--- src/rtl/instr_fetch_if.sv ---
// Fetch-stage bus: instruction memory port, decode handshake, execute redirect and halt control.
interface instr_fetch_if;
    logic [31:0] imem_pc;
    logic [31:0] imem_instr;
    logic        id_valid;
    logic        id_ready;
    logic [31:0] id_instr;
    logic [31:0] id_pc;
    logic [31:0] id_pc_plus4;
    logic        ex_redirect;
    logic [31:0] ex_target;
    logic        halt_req;
    logic        halted;

    modport master (
        output imem_pc,
        input  imem_instr,
        output id_valid,
        input  id_ready,
        output id_instr,
        output id_pc,
        output id_pc_plus4,
        input  ex_redirect,
        input  ex_target,
        input  halt_req,
        output halted
    );

    modport slave (
        input  imem_pc,
        output imem_instr,
        input  id_valid,
        output id_ready,
        input  id_instr,
        input  id_pc,
        input  id_pc_plus4,
        output ex_redirect,
        output ex_target,
        input  halt_req,
        input  halted
    );
endinterface

--- src/rtl/instr_fetch.sv ---
// Instruction fetch stage: owns the PC, predecodes j with zero penalty, holds one fetched word for decode.
module instr_fetch #(
    parameter logic [31:0] RESET_PC = 32'h0
) (
    input logic           clk,
    input logic           rst_n,
    instr_fetch_if.master bus
);

    typedef enum logic [1:0] {
        IDLE,
        RUN,
        DRAIN,
        HALTED
    } state_t;

    state_t      state, state_n;
    logic [31:0] pc_q, pc_n;
    logic [31:0] pc_plus4;
    logic [31:0] fetch_next;
    logic        is_jump;
    logic        slot_free;
    logic        capture;
    logic        slot_valid, slot_valid_n;
    logic [31:0] slot_instr;
    logic [31:0] slot_pc;
    logic [31:0] slot_pc_plus4;

    always_comb begin
        pc_plus4     = pc_q + 32'd4;
        is_jump      = (bus.imem_instr[31:26] == 6'b000111);
        fetch_next   = is_jump ? {pc_plus4[31:28], bus.imem_instr[25:0], 2'b00} : pc_plus4;
        slot_free    = !slot_valid || bus.id_ready;

        state_n      = state;
        pc_n         = pc_q;
        slot_valid_n = slot_valid;
        capture      = 1'b0;

        case (state)
            IDLE: begin
                state_n = RUN;
            end
            RUN: begin
                if (bus.ex_redirect) begin
                    pc_n         = bus.ex_target;
                    slot_valid_n = 1'b0;
                end else if (slot_free) begin
                    capture      = 1'b1;
                    slot_valid_n = 1'b1;
                    pc_n         = fetch_next;
                end
                if (bus.halt_req) begin
                    state_n = DRAIN;
                end
            end
            DRAIN, HALTED: begin
                // No captures once halting; the slot only empties by consumption or flush.
                if (bus.ex_redirect) begin
                    pc_n         = bus.ex_target;
                    slot_valid_n = 1'b0;
                end else if (slot_valid && bus.id_ready) begin
                    slot_valid_n = 1'b0;
                end
                if (state == DRAIN && slot_free) begin
                    state_n = HALTED;
                end
            end
            default: begin
                state_n = IDLE;
            end
        endcase
    end

    always_ff @(posedge clk) begin
        if (!rst_n) begin
            state         <= IDLE;
            pc_q          <= RESET_PC;
            slot_valid    <= 1'b0;
            slot_instr    <= '0;
            slot_pc       <= '0;
            slot_pc_plus4 <= '0;
        end else begin
            state      <= state_n;
            pc_q       <= pc_n;
            slot_valid <= slot_valid_n;
            if (capture) begin
                slot_instr    <= bus.imem_instr;
                slot_pc       <= pc_q;
                slot_pc_plus4 <= pc_plus4;
            end
        end
    end

    assign bus.imem_pc     = pc_q;
    assign bus.id_valid    = slot_valid;
    assign bus.id_instr    = slot_instr;
    assign bus.id_pc       = slot_pc;
    assign bus.id_pc_plus4 = slot_pc_plus4;
    assign bus.halted      = (state == HALTED);

endmodule

--- src/flat_wrapper.sv ---
// flat-port wrapper written by rule: the top's interface ports become plain ports
module instr_fetch_flat 
#(
    parameter logic [31:0] RESET_PC = 32'h0
)
  (clk, rst_n, bus_imem_pc, bus_imem_instr, bus_id_valid, bus_id_ready, bus_id_instr, bus_id_pc, bus_id_pc_plus4, bus_ex_redirect, bus_ex_target, bus_halt_req, bus_halted);
  instr_fetch_if bus_i ();
  input logic clk;
  input logic rst_n;
  output wire logic [$bits(bus_i.imem_pc)-1:0] bus_imem_pc;
  input wire logic [$bits(bus_i.imem_instr)-1:0] bus_imem_instr;
  output wire logic [$bits(bus_i.id_valid)-1:0] bus_id_valid;
  input wire logic [$bits(bus_i.id_ready)-1:0] bus_id_ready;
  output wire logic [$bits(bus_i.id_instr)-1:0] bus_id_instr;
  output wire logic [$bits(bus_i.id_pc)-1:0] bus_id_pc;
  output wire logic [$bits(bus_i.id_pc_plus4)-1:0] bus_id_pc_plus4;
  input wire logic [$bits(bus_i.ex_redirect)-1:0] bus_ex_redirect;
  input wire logic [$bits(bus_i.ex_target)-1:0] bus_ex_target;
  input wire logic [$bits(bus_i.halt_req)-1:0] bus_halt_req;
  output wire logic [$bits(bus_i.halted)-1:0] bus_halted;
  assign bus_imem_pc = bus_i.imem_pc;
  assign bus_i.imem_instr = bus_imem_instr;
  assign bus_id_valid = bus_i.id_valid;
  assign bus_i.id_ready = bus_id_ready;
  assign bus_id_instr = bus_i.id_instr;
  assign bus_id_pc = bus_i.id_pc;
  assign bus_id_pc_plus4 = bus_i.id_pc_plus4;
  assign bus_i.ex_redirect = bus_ex_redirect;
  assign bus_i.ex_target = bus_ex_target;
  assign bus_i.halt_req = bus_halt_req;
  assign bus_halted = bus_i.halted;
  instr_fetch #(.RESET_PC(RESET_PC)) u_core (.clk(clk), .rst_n(rst_n), .bus(bus_i));
endmodule
--- config.mk ---
export PLATFORM = sky130hd
export DESIGN_NAME = instr_fetch_flat
export DESIGN_NICKNAME = d
export VERILOG_FILES = /design/src/rtl/instr_fetch_if.sv /design/src/rtl/instr_fetch.sv /design/src/flat_wrapper.sv
export SDC_FILE = /design/constraint.sdc
export NUM_CORES = 1
export LEC_CHECK = 0
export CORE_ASPECT_RATIO = 0.75
export CORE_MARGIN = 5
export CORE_UTILIZATION = 46
export DETAILED_ROUTE_END_ITERATION = 8
export PLACE_DENSITY = 0.91
export SYNTH_ARGS = -nofsm -noshare
export SYNTH_HDL_FRONTEND = slang
export SYNTH_SLANG_ARGS = --single-unit
--- constraint.sdc ---
create_clock -name clk -period 2.8 [get_ports clk]
set_input_delay 0.28 -clock clk [delete_from_list [all_inputs] [get_ports clk]]
set_output_delay 0.28 -clock clk [all_outputs]
set_load 0.02 [all_outputs]
==> results.py, run 1 <==
metrics = {
    "critical_path": {
        "path_buf_inv": 0,
        "critPathRequiredTime_ps": 3140,
        "start_kind": "flop",
        "crit_slowest_cell": "or4_4",
        "path_max_fanout": 6,
        "arrival_ps": 2750,
        "cp.depth": 5,
        "cp_slowest_stage_delay_ps": 610,
        "crit_family": "simple AND/OR/NAND/NOR gates",
        "endpoint_kind": "flop",
        "cp_common_cell": "or4_4",
        "rr_worst_depth": 5,
        "critical_path_class": "reg -> reg",
        "path_cells": "nand4_2 -> or4_4 -> or4_4 -> or3_1 -> a31oi_1",
    },
    "timing": {
        "holdWs_ps": 451,
        "hold_violations": 0,
        "relSlewSlack_pct": 56.9,
        "finalCritPeriodShare_pct": 86.0,
        "setup_viol_count_final": 0,
        "maxSlewViolCount": 0,
        "fin_worst_skew_ps": 10.7,
        "clock.fmax_mhz": 415,
        "tightest_slew_ps": 641,
        "rsz0062_at_grt": "false",
        "tns_ps": 0,
        "finalCriticalPeriod_ps": 2410,
    },
    "logic_synthesis": {
        "ys_types": 56,
        "synth_warnings": 0,
        "synthAdderAreaFrac_pct": 0.212,
        "syn_area_sq_um": 5890,
        "avgSynthCellArea_sq_um": 7.71,
        "yosys.area_share.simple_pct": 22.0,
        "synth-compound-area-share_pct": 24.6,
        "synthMuxAreaShare_pct": 0.170,
        "synth_seq_cells": 129,
        "syn_inst": 765,
        "synth_flop_cell": "dfxtp_1",
        "yosysSeqAreaShare_pct": 43.8,
        "syn_nets": 835,
        "async_flop_share_pct": 0,
        "synth_top_family_by_area": "compound AO/OA/AOI/OAI gates",
        "synth-edff-count": 0,
        "synthXorXnorAreaFrac_pct": 3.86,
    },
    "die": {
        "pin_count": 199,
        "initial_utilization_pct": 47.4,
        "core_sq_um": 12400,
        "fp.dieW_um": 141,
        "fp.dieH_um": 108,
        "die_area_sq_um": 15200,
        "rows": 35,
    },
    "layout": {
        "syn_to_final_growth_pct": 47.7,
        "antenna_cells": 0,
        "drive_gt1_share_pct": 7.86,
        "layout_common_cells": "198 x clkdlybuf4s50_1, 168 x nand2_1, 129 x dfxtp_1",
        "multi_input_area_sq_um": 3020,
        "seq_area_sq_um": 2580,
        "nNetsFinal": 1011,
        "nFillCells": 1013,
        "final_common_cell": "clkdlybuf4s50_1",
    },
    "clock_tree": {
        "cts_setup_buffers": 0,
        "clk_latency_ps": 420,
        "h-tree-depth": 4,
        "cts_buffer_depth": 2,
        "cts-resized-gates": 0,
        "tritoncts": "yes",
        "cts.clk_slew.worst_paths_ps": 60,
        "clock-sinks": 129,
        "hold_buffers": 0,
        "numCtsBuffers": 17,
        "root_buffer": "clkbuf_16",
    },
    "power_and_ir_drop": {
        "power_leakage_uw": 0.00298,
        "vdd_drop_max_mv": 0.499,
        "power.density_nw_per_um2": 632,
    },
    "drt": {
        "drc_errors": 0,
        "finalWirelength_mm": 22.0,
        "drtIter0Drc": 752,
        "via_per_inst": 5.90,
        "antenna_left": 0,
        "vias": 6606,
        "wire_per_inst_um": 19.7,
        "drtPass1Iterations": 5,
    },
    "job": {
        "drv_cap": 0,
    },
    "place": {
        "dp_hpwl_mm": 15.7,
        "routabilityCongestion": 0.948,
        "io_buffer_count": 198,
    },
    "global_route": {
        "grt_max_degree": 90,
        "grt_pass1_vias": 6264,
        "antenna_found_initial": 0,
        "grt_pass1_wl_mm": 34.2,
        "track_usage_pct": 28.2,
        "gr-total-overflow": 0,
    },
    "hold_path": {
        "holdPathStages": 2,
        "min-delay-path-class": "reg -> reg",
    },
    "run_status": {
        "status": "finished, final reports clean",
    },
}
==> power by group <==
part | leakage [uW] | switching (uW) | internal (uW)
Clock | 0.000293 | 873 | 1490
Sequential | 0.00105 | 108 | 1950
Combinational | 0.00164 | 603 | 472
Total | 0.00298 | 1580 | 3920
==> worst paths after layout <==
kind / startpoint / slack (ps) / to
max: u_core.bus.imem_pc[15] / 390 / u_core.bus.imem_pc[28]
max reg2reg: u_core.bus.imem_pc[15] / 390 / u_core.bus.imem_pc[28]
min reg2reg: u_core.bus.id_pc[17] / 450 / u_core.bus.id_pc[17]
min: u_core.bus.id_pc[17] / 450 / u_core.bus.id_pc[17]
==> registers in the layout, indices dropped and copies added, names as in the netlist <==
register                flops
u_core.bus.imem_pc         32
u_core.bus.id_valid         1
u_core.bus.id_instr        32
u_core.bus.id_pc           30
u_core.state                2
u_core.bus.id_pc_plus4     32
==> through the flow <==
step | area (sq um) | worst slack, ps | power (uW) | utilization (%) | instances
after floorplan | 5890 | 444 | 2620 | - | 765
final | 8710 | 392 | 5500 | 70.0 | 1120
after CTS | 8710 | 416 | 5500 | 70.0 | 1120
after detailed placement | 8090 | 337 | 3150 | 65.0 | 1088
after global placement | 8090 | 433 | 3130 | 65.0 | 1088
after global routing | 8710 | 288 | 5670 | 70.0 | 1120
==> logic make-up (layout without fill, tap and decap cells) <==
group                    count (synthesis)  after routing
AO/OA/AOI/OAI                          245            245
XOR/XNOR                                26             26
adder cells (fa/ha/maj)                  1              1
buffers and inverters                   78            267
flip-flops                             129            129
multiplexers                             1              1
AND/OR/NAND/NOR                        285            285
==> layout make-up <==
| type | instances | share of cell area, % |
|---|---|---|
| clock inverter | 13 | 2.16 |
| multi-input combinational | 558 | 34.6 |
| timing repair buffer | 231 | 26.0 |
| inverter | 4 | 0.172 |
| clock buffer | 19 | 4.97 |
| tap | 166 | 2.39 |
| sequential | 129 | 29.7 |
==> tightest hold or removal path: cells and delay by family, from the launching register on <==
family | cells | cell delay (ps)
AO/OA/AOI/OAI | 1 | 50
flip-flops | 1 | 300
AND/OR/NAND/NOR | 1 | 50
==> metal layers <==
layer	GRT usage (%)	share of wire, %
met1	37.8	42
met3	8.31	12
met2	44.8	45
met4	7.12	2.3
met5	0	0
==> Yosys cell counts (all sizes together), types with 10 or more instances <==
master / number / share of area, %
xnor2: 12 / 1.8
nor2: 27 / 1.7
nand2: 168 / 11
a21oi: 112 / 9.5
buf: 11 / 1.1
nand4: 19 / 2.1
xor2: 14 / 2.1
nand3: 23 / 2.0
a211oi: 10 / 1.3
clkbuf: 63 / 4.0
dfxtp: 129 / 44
o21ai: 55 / 4.7
Power figures use the tool's default switching activity.
==> run 2, diff against run 1 <==
CORE_MARGIN = 3   (was 5)
HOLD_SLACK_MARGIN = 0.03   (was default)
==> run 2 against run 1 <==
  * Via count shrank 0.47%
  * Register-to-register slack lost 50 ps
  * Clock power shrank 3%
  * Clock-buffer cell count shrank 1
  * Core utilization grew 0.43 points
  * Largest cell class unchanged
==> results.py, run 2 (same netlist as run 1, synthesis figures left out) <==
metrics = {
    "critical_path": {
        "cp_common_cell": "or4_1",
        "critical_path_class": "reg -> reg",
        "arrival_ps": 2800,
        "path_cells": "and4_1 -> nand2_1 -> or4_1 -> or4_1 -> a31oi_1",
        "rr_worst_depth": 5,
        "path_max_fanout": 10,
        "cp_slowest_stage_delay_ps": 580,
        "timing.rr.start": "u_core.bus.imem_pc[7]",
        "regToRegEndpoint": "u_core.bus.imem_pc[29]",
        "rrSetupSlack_ps": 340,
        "critPathRequiredTime_ps": 3140,
        "endpoint_kind": "flop",
        "start_kind": "flop",
        "crit_slowest_cell": "or4_1",
    },
    "drt": {
        "finalWirelength_mm": 21.6,
        "via_per_inst": 5.87,
        "antenna_left": 0,
        "vias": 6575,
        "drc_errors": 0,
        "drtPass1Iterations": 5,
        "wire_per_inst_um": 19.3,
        "drtIter0Drc": 639,
    },
    "die": {
        "fp.dieW_um": 137,
        "initial_utilization_pct": 47.6,
        "core_sq_um": 12400,
        "die_area_sq_um": 14200,
        "pin_count": 199,
        "fp.dieH_um": 104,
        "rows": 35,
    },
    "global_route": {
        "gr-total-overflow": 0,
        "grt.met3_usage_pct": 8.22,
        "grt_util_met2_pct": 45.9,
        "track_usage_pct": 29.7,
        "grt_pass1_wl_mm": 33.4,
        "use_met1_pct": 40.4,
        "grt_busiest_layer": "met2",
        "antenna_found_initial": 0,
        "grt_pass1_vias": 6077,
        "grt_max_degree": 90,
    },
    "timing": {
        "clock.fmax_mhz": 407,
        "setup_slack_ps": 341,
        "finalCritPeriodShare_pct": 87.8,
        "tightest_slew_ps": 667,
        "setup_viol_count_final": 0,
        "relSlewSlack_pct": 55.1,
        "maxSlewViolCount": 0,
        "fin_worst_skew_ps": 6.99,
        "finalCriticalPeriod_ps": 2460,
        "tns_ps": 0,
        "rsz0062_at_grt": "false",
        "hold_violations": 0,
    },
    "hold_path": {
        "min_from": "u_core.bus.id_pc[18]",
        "holdPathStages": 2,
        "hold_path_end": "u_core.bus.id_pc[18]",
        "min-delay-path-class": "reg -> reg",
    },
    "clock_tree": {
        "numCtsBuffers": 17,
        "h-tree-depth": 4,
        "tritoncts": "yes",
        "cts.clk_slew.worst_paths_ps": 60,
        "hold_buffers": 0,
        "cts_buffer_depth": 2,
        "cts-resized-gates": 0,
        "clk_latency_ps": 420,
        "cts_setup_buffers": 0,
        "root_buffer": "clkbuf_16",
        "clock-sinks": 129,
    },
    "power_and_ir_drop": {
        "power.density_nw_per_um2": 622,
        "finalPower_uw": 5430,
        "power_leakage_uw": 0.00300,
        "vdd_drop_max_mv": 0.466,
    },
    "layout": {
        "syn_to_final_growth_pct": 48.1,
        "drive_gt1_share_pct": 8.07,
        "layout_common_cells": "198 x clkdlybuf4s50_1, 168 x nand2_1, 129 x dfxtp_1",
        "nNetsFinal": 1011,
        "nFillCells": 991,
        "final_common_cell": "clkdlybuf4s50_1",
    },
    "place": {
        "io_buffer_count": 198,
        "dp_hpwl_mm": 15.1,
        "routabilityCongestion": 0.962,
        "dp_slack_ps": 497,
    },
    "job": {
        "drv_cap": 0,
    },
    "run_status": {
        "status": "finished, final reports clean",
    },
}
[run 2: cell types whose count changed in the layout (fill, tap and decap cells not counted), moves of 2 or more]
cell,delta
clkinv_2,+3
buf_4,-3
clkbuf_1,-2
clkinv_4,-2
buf_12,+3
[run 2: area by class of cell]
cell class | instances | area [sq um] | share of cell area, %
Timing Repair Buffer | 231 | 2300 | 26.4
Antenna cell | 1 | 2.50 | 0.0287
Tap cell | 166 | 208 | 2.38
Clock buffer | 18 | 439 | 5.03
Sequential cell | 129 | 2580 | 29.6
Clock inverter | 14 | 164 | 1.88
Multi-Input combinational cell | 558 | 3020 | 34.5
Inverter | 4 | 15.0 | 0.172
[run 2: worst max-delay path by stage]
stage / endpoint / slack [ps] / cells after the start / startpoint
2_1_floorplan: u_core.bus.imem_pc[28] / 440 / 6 / u_core.bus.imem_pc[12]
3_3_place_gp: u_core.bus.imem_pc[28] / 530 / 5 / u_core.bus.imem_pc[14]
3_5_place_dp: u_core.bus.imem_pc[28] / 500 / 5 / u_core.bus.imem_pc[14]
4_1_cts: u_core.bus.imem_pc[29] / 400 / 5 / u_core.bus.imem_pc[7]
5_1_grt: u_core.bus.imem_pc[29] / 260 / 5 / u_core.bus.imem_pc[7]
6_report: u_core.bus.imem_pc[29] / 340 / 5 / u_core.bus.imem_pc[7]
[run 2: layer usage]
layer	part of all wire (%)	wire [um]
met1	42	9080
met2	45	9730
met3	11	2360
met4	2.0	422
met5	0	0
[run 2: critical path, delay by kind of cell, from the launching register on]
| kind | cells | cell delay (ps) |
|---|---|---|
| AOI/OAI and AO/OA | 1 | 200 |
| DFF | 1 | 440 |
| and+or+nand+nor | 4 | 1740 |
[run 2: metrics by stage]
| step | utilization (%) | cells | area (sq um) | hold slack [ps] |
|---|---|---|---|---|
| 3_5_place_dp | 65.6 | 1088 | 8130 | 445 |
| 2_1_floorplan | - | 765 | 5890 | 416 |
| 6_report | 70.4 | 1121 | 8730 | 454 |
| 4_1_cts | 70.4 | 1120 | 8730 | 453 |
| 5_1_grt | 70.4 | 1120 | 8730 | 469 |
| 3_3_place_gp | 65.6 | 1088 | 8130 | 441 |
[run 2: power breakdown]
| group | total [uW] | internal, uW | switching [uW] |
|---|---|---|---|
| logic | 1070 | 478 | 592 |
| registers | 2070 | 1950 | 117 |
| clock network | 2290 | 1420 | 869 |
| total | 5430 | 3850 | 1580 |
==> run 3, diff against run 2 <==
--- a/config.mk
+++ b/config.mk
@@ -15,2 +15,3 @@
 export SYNTH_HDL_FRONTEND = slang
 export SYNTH_SLANG_ARGS = --single-unit
+export TNS_END_PERCENT = 30
==> constraint.sdc (replaced) <==
create_clock -name clk -period 2.8 [get_ports clk]
set_input_delay 0.56 -clock clk [delete_from_list [all_inputs] [get_ports clk]]
set_output_delay 0.56 -clock clk [all_outputs]
set_load 0.02 [all_outputs]
==> run 3 against run 2 <==
  * Sequential cell count is the same
  * Worst hold slack barely moved
  * Critical path type unchanged
  * Largest power group unchanged
  * Global-route usage grew 0.47 points
  * Via count grew 1.2%
==> results.py, run 3 (same netlist as run 1, synthesis figures left out) <==
metrics = {
    "run_status": {
        "status": "finished, final reports clean",
    },
    "global_route": {
        "grt_pass1_vias": 6331,
        "track_usage_pct": 30.1,
        "grt_max_degree": 90,
        "gr-total-overflow": 0,
        "antenna_found_initial": 0,
        "grt_pass1_wl_mm": 34.0,
    },
    "layout": {
        "post-route-util_pct": 70.8,
        "syn_to_final_growth_pct": 48.9,
        "drive_gt1_share_pct": 8.65,
        "final_common_cell": "clkdlybuf4s50_1",
        "antenna_cells": 0,
        "layout_common_cells": "198 x clkdlybuf4s50_1, 168 x nand2_1, 129 x dfxtp_1",
        "nNetsFinal": 1017,
    },
    "critical_path": {
        "endpoint_kind": "flop",
        "path_max_fanout": 7,
        "crit_slowest_cell": "or4_4",
        "path_cells": "nand4_2 -> or4_4 -> or4_4 -> or3_1 -> a31oi_1",
        "start_kind": "flop",
        "critical_path_class": "reg -> reg",
        "cp_common_cell": "or4_4",
        "cp_slowest_stage_delay_ps": 630,
        "critPathRequiredTime_ps": 3140,
        "arrival_ps": 2780,
    },
    "timing": {
        "maxSlewViolCount": 0,
        "hold_violations": 0,
        "finalCriticalPeriod_ps": 2430,
        "relSlewSlack_pct": 57.8,
        "tightest_slew_ps": 627,
        "finalCritPeriodShare_pct": 86.9,
        "tns_ps": 0,
        "rsz0062_at_grt": "false",
        "clock.fmax_mhz": 411,
        "fin_worst_skew_ps": 7.30,
        "setup_viol_count_final": 0,
    },
    "power_and_ir_drop": {
        "p_clk_share_pct": 42.1,
        "sw_frac_of_total_pct": 29.4,
        "power_leakage_uw": 0.00303,
        "cell_internal_pwr_uw": 3850,
        "vdd_drop_max_mv": 0.388,
        "power.share.sequential_pct": 37.9,
        "power.density_nw_per_um2": 621,
        "p_switching_uw": 1600,
        "comb_power_share_pct": 20.1,
    },
    "place": {
        "dp_hpwl_mm": 15.5,
        "io_buffer_count": 198,
        "routabilityCongestion": 0.927,
    },
    "die": {
        "pin_count": 199,
        "initial_utilization_pct": 47.6,
        "fp.dieH_um": 104,
        "fp.dieW_um": 137,
        "core_sq_um": 12400,
        "rows": 35,
        "die_area_sq_um": 14200,
    },
    "drt": {
        "drtIter0Drc": 714,
        "wire_per_inst_um": 19.5,
        "finalWirelength_mm": 21.9,
        "drc_errors": 0,
        "drtPass1Iterations": 5,
        "via_per_inst": 5.91,
        "routed-wl-met2_mm": 9.89,
        "topRoutingLayerUsed": "met4",
        "vias": 6657,
        "wl_met3_mm": 2.83,
        "antenna_left": 0,
        "met1_length_mm": 8.67,
    },
    "hold_path": {
        "min-delay-path-class": "reg -> reg",
    },
    "clock_tree": {
        "cts.clk_slew.worst_paths_ps": 60,
        "root_buffer": "clkbuf_16",
        "hold_buffers": 0,
        "h-tree-depth": 4,
        "numCtsBuffers": 17,
        "cts_setup_buffers": 0,
        "clock-sinks": 129,
        "clk_latency_ps": 420,
        "tritoncts": "yes",
        "cts_buffer_depth": 2,
        "cts-resized-gates": 0,
    },
    "job": {
        "drv_cap": 0,
    },
}
==> run 3: cell count changes in the layout (fill, tap and decap cells not counted) <==
| cell | previous run | this run |
|---|---|---|
| diode_2 | 1 | 0 |
| buf_4 | 27 | 33 |
| clkinv_2 | 5 | 3 |
| clkinv_4 | 2 | 1 |
| inv_6 | 1 | 5 |
| clkbuf_8 | 1 | 0 |
==> run 3: cell type report <==
cell class / instances / area (sq um)
Inverter: 4 / 15.0
Multi-Input combinational cell: 558 / 3020
Clock buffer: 17 / 425
Timing Repair Buffer: 237 / 2350
Tap cell: 166 / 208
Fill cell: 991 / 3620
Clock inverter: 15 / 180
Sequential cell: 129 / 2580
==> run 3: through the flow <==
step | hold slack [ps] | setup WS [ps] | std cells | total power [uW] | area [sq um]
floorplan | 442 | 444 | 765 | 2620 | 5890
global placement | 441 | 311 | 1094 | 3150 | 8170
detailed placement | 446 | 268 | 1094 | 3170 | 8170
CTS | 454 | 395 | 1126 | 5460 | 8780
global route | 468 | 249 | 1126 | 5640 | 8780
finish | 454 | 366 | 1126 | 5450 | 8780
==> run 3: path summary, 6_finish.rpt <==
path | slack [ps] | cells after the start | from | to
setup / recovery | 370 | 5 | u_core.bus.imem_pc[14] | u_core.bus.imem_pc[28]
hold / removal | 450 | 2 | u_core.bus.id_instr[8] | u_core.bus.id_instr[8]
setup reg to reg | 370 | 5 | u_core.bus.imem_pc[14] | u_core.bus.imem_pc[28]
hold reg to reg | 450 | 2 | u_core.bus.id_instr[8] | u_core.bus.id_instr[8]
==> run 3: power by group through the flow <==
stage | logic [uW] | clock network (uW) | registers (uW)
floorplan | 411 | 0 | 2210
global placement | 1050 | 0 | 2090
detailed placement | 1070 | 0 | 2100
CTS | 1080 | 2320 | 2060
global route | 1160 | 2400 | 2080
finish | 1090 | 2290 | 2060
==> run 3: layer usage <==
layer,vias up,track usage (%)
li1,3063,-
met1,3103,40.1
met2,434,45.9
met3,57,10.0
met4,0,9.86
met5,-,0
==> run 3: critical path: cells and delay by family, from the launching register on <==
family          cells  cell delay, ps
flops               1             510
compound gates      1             150
simple gates        4            1700
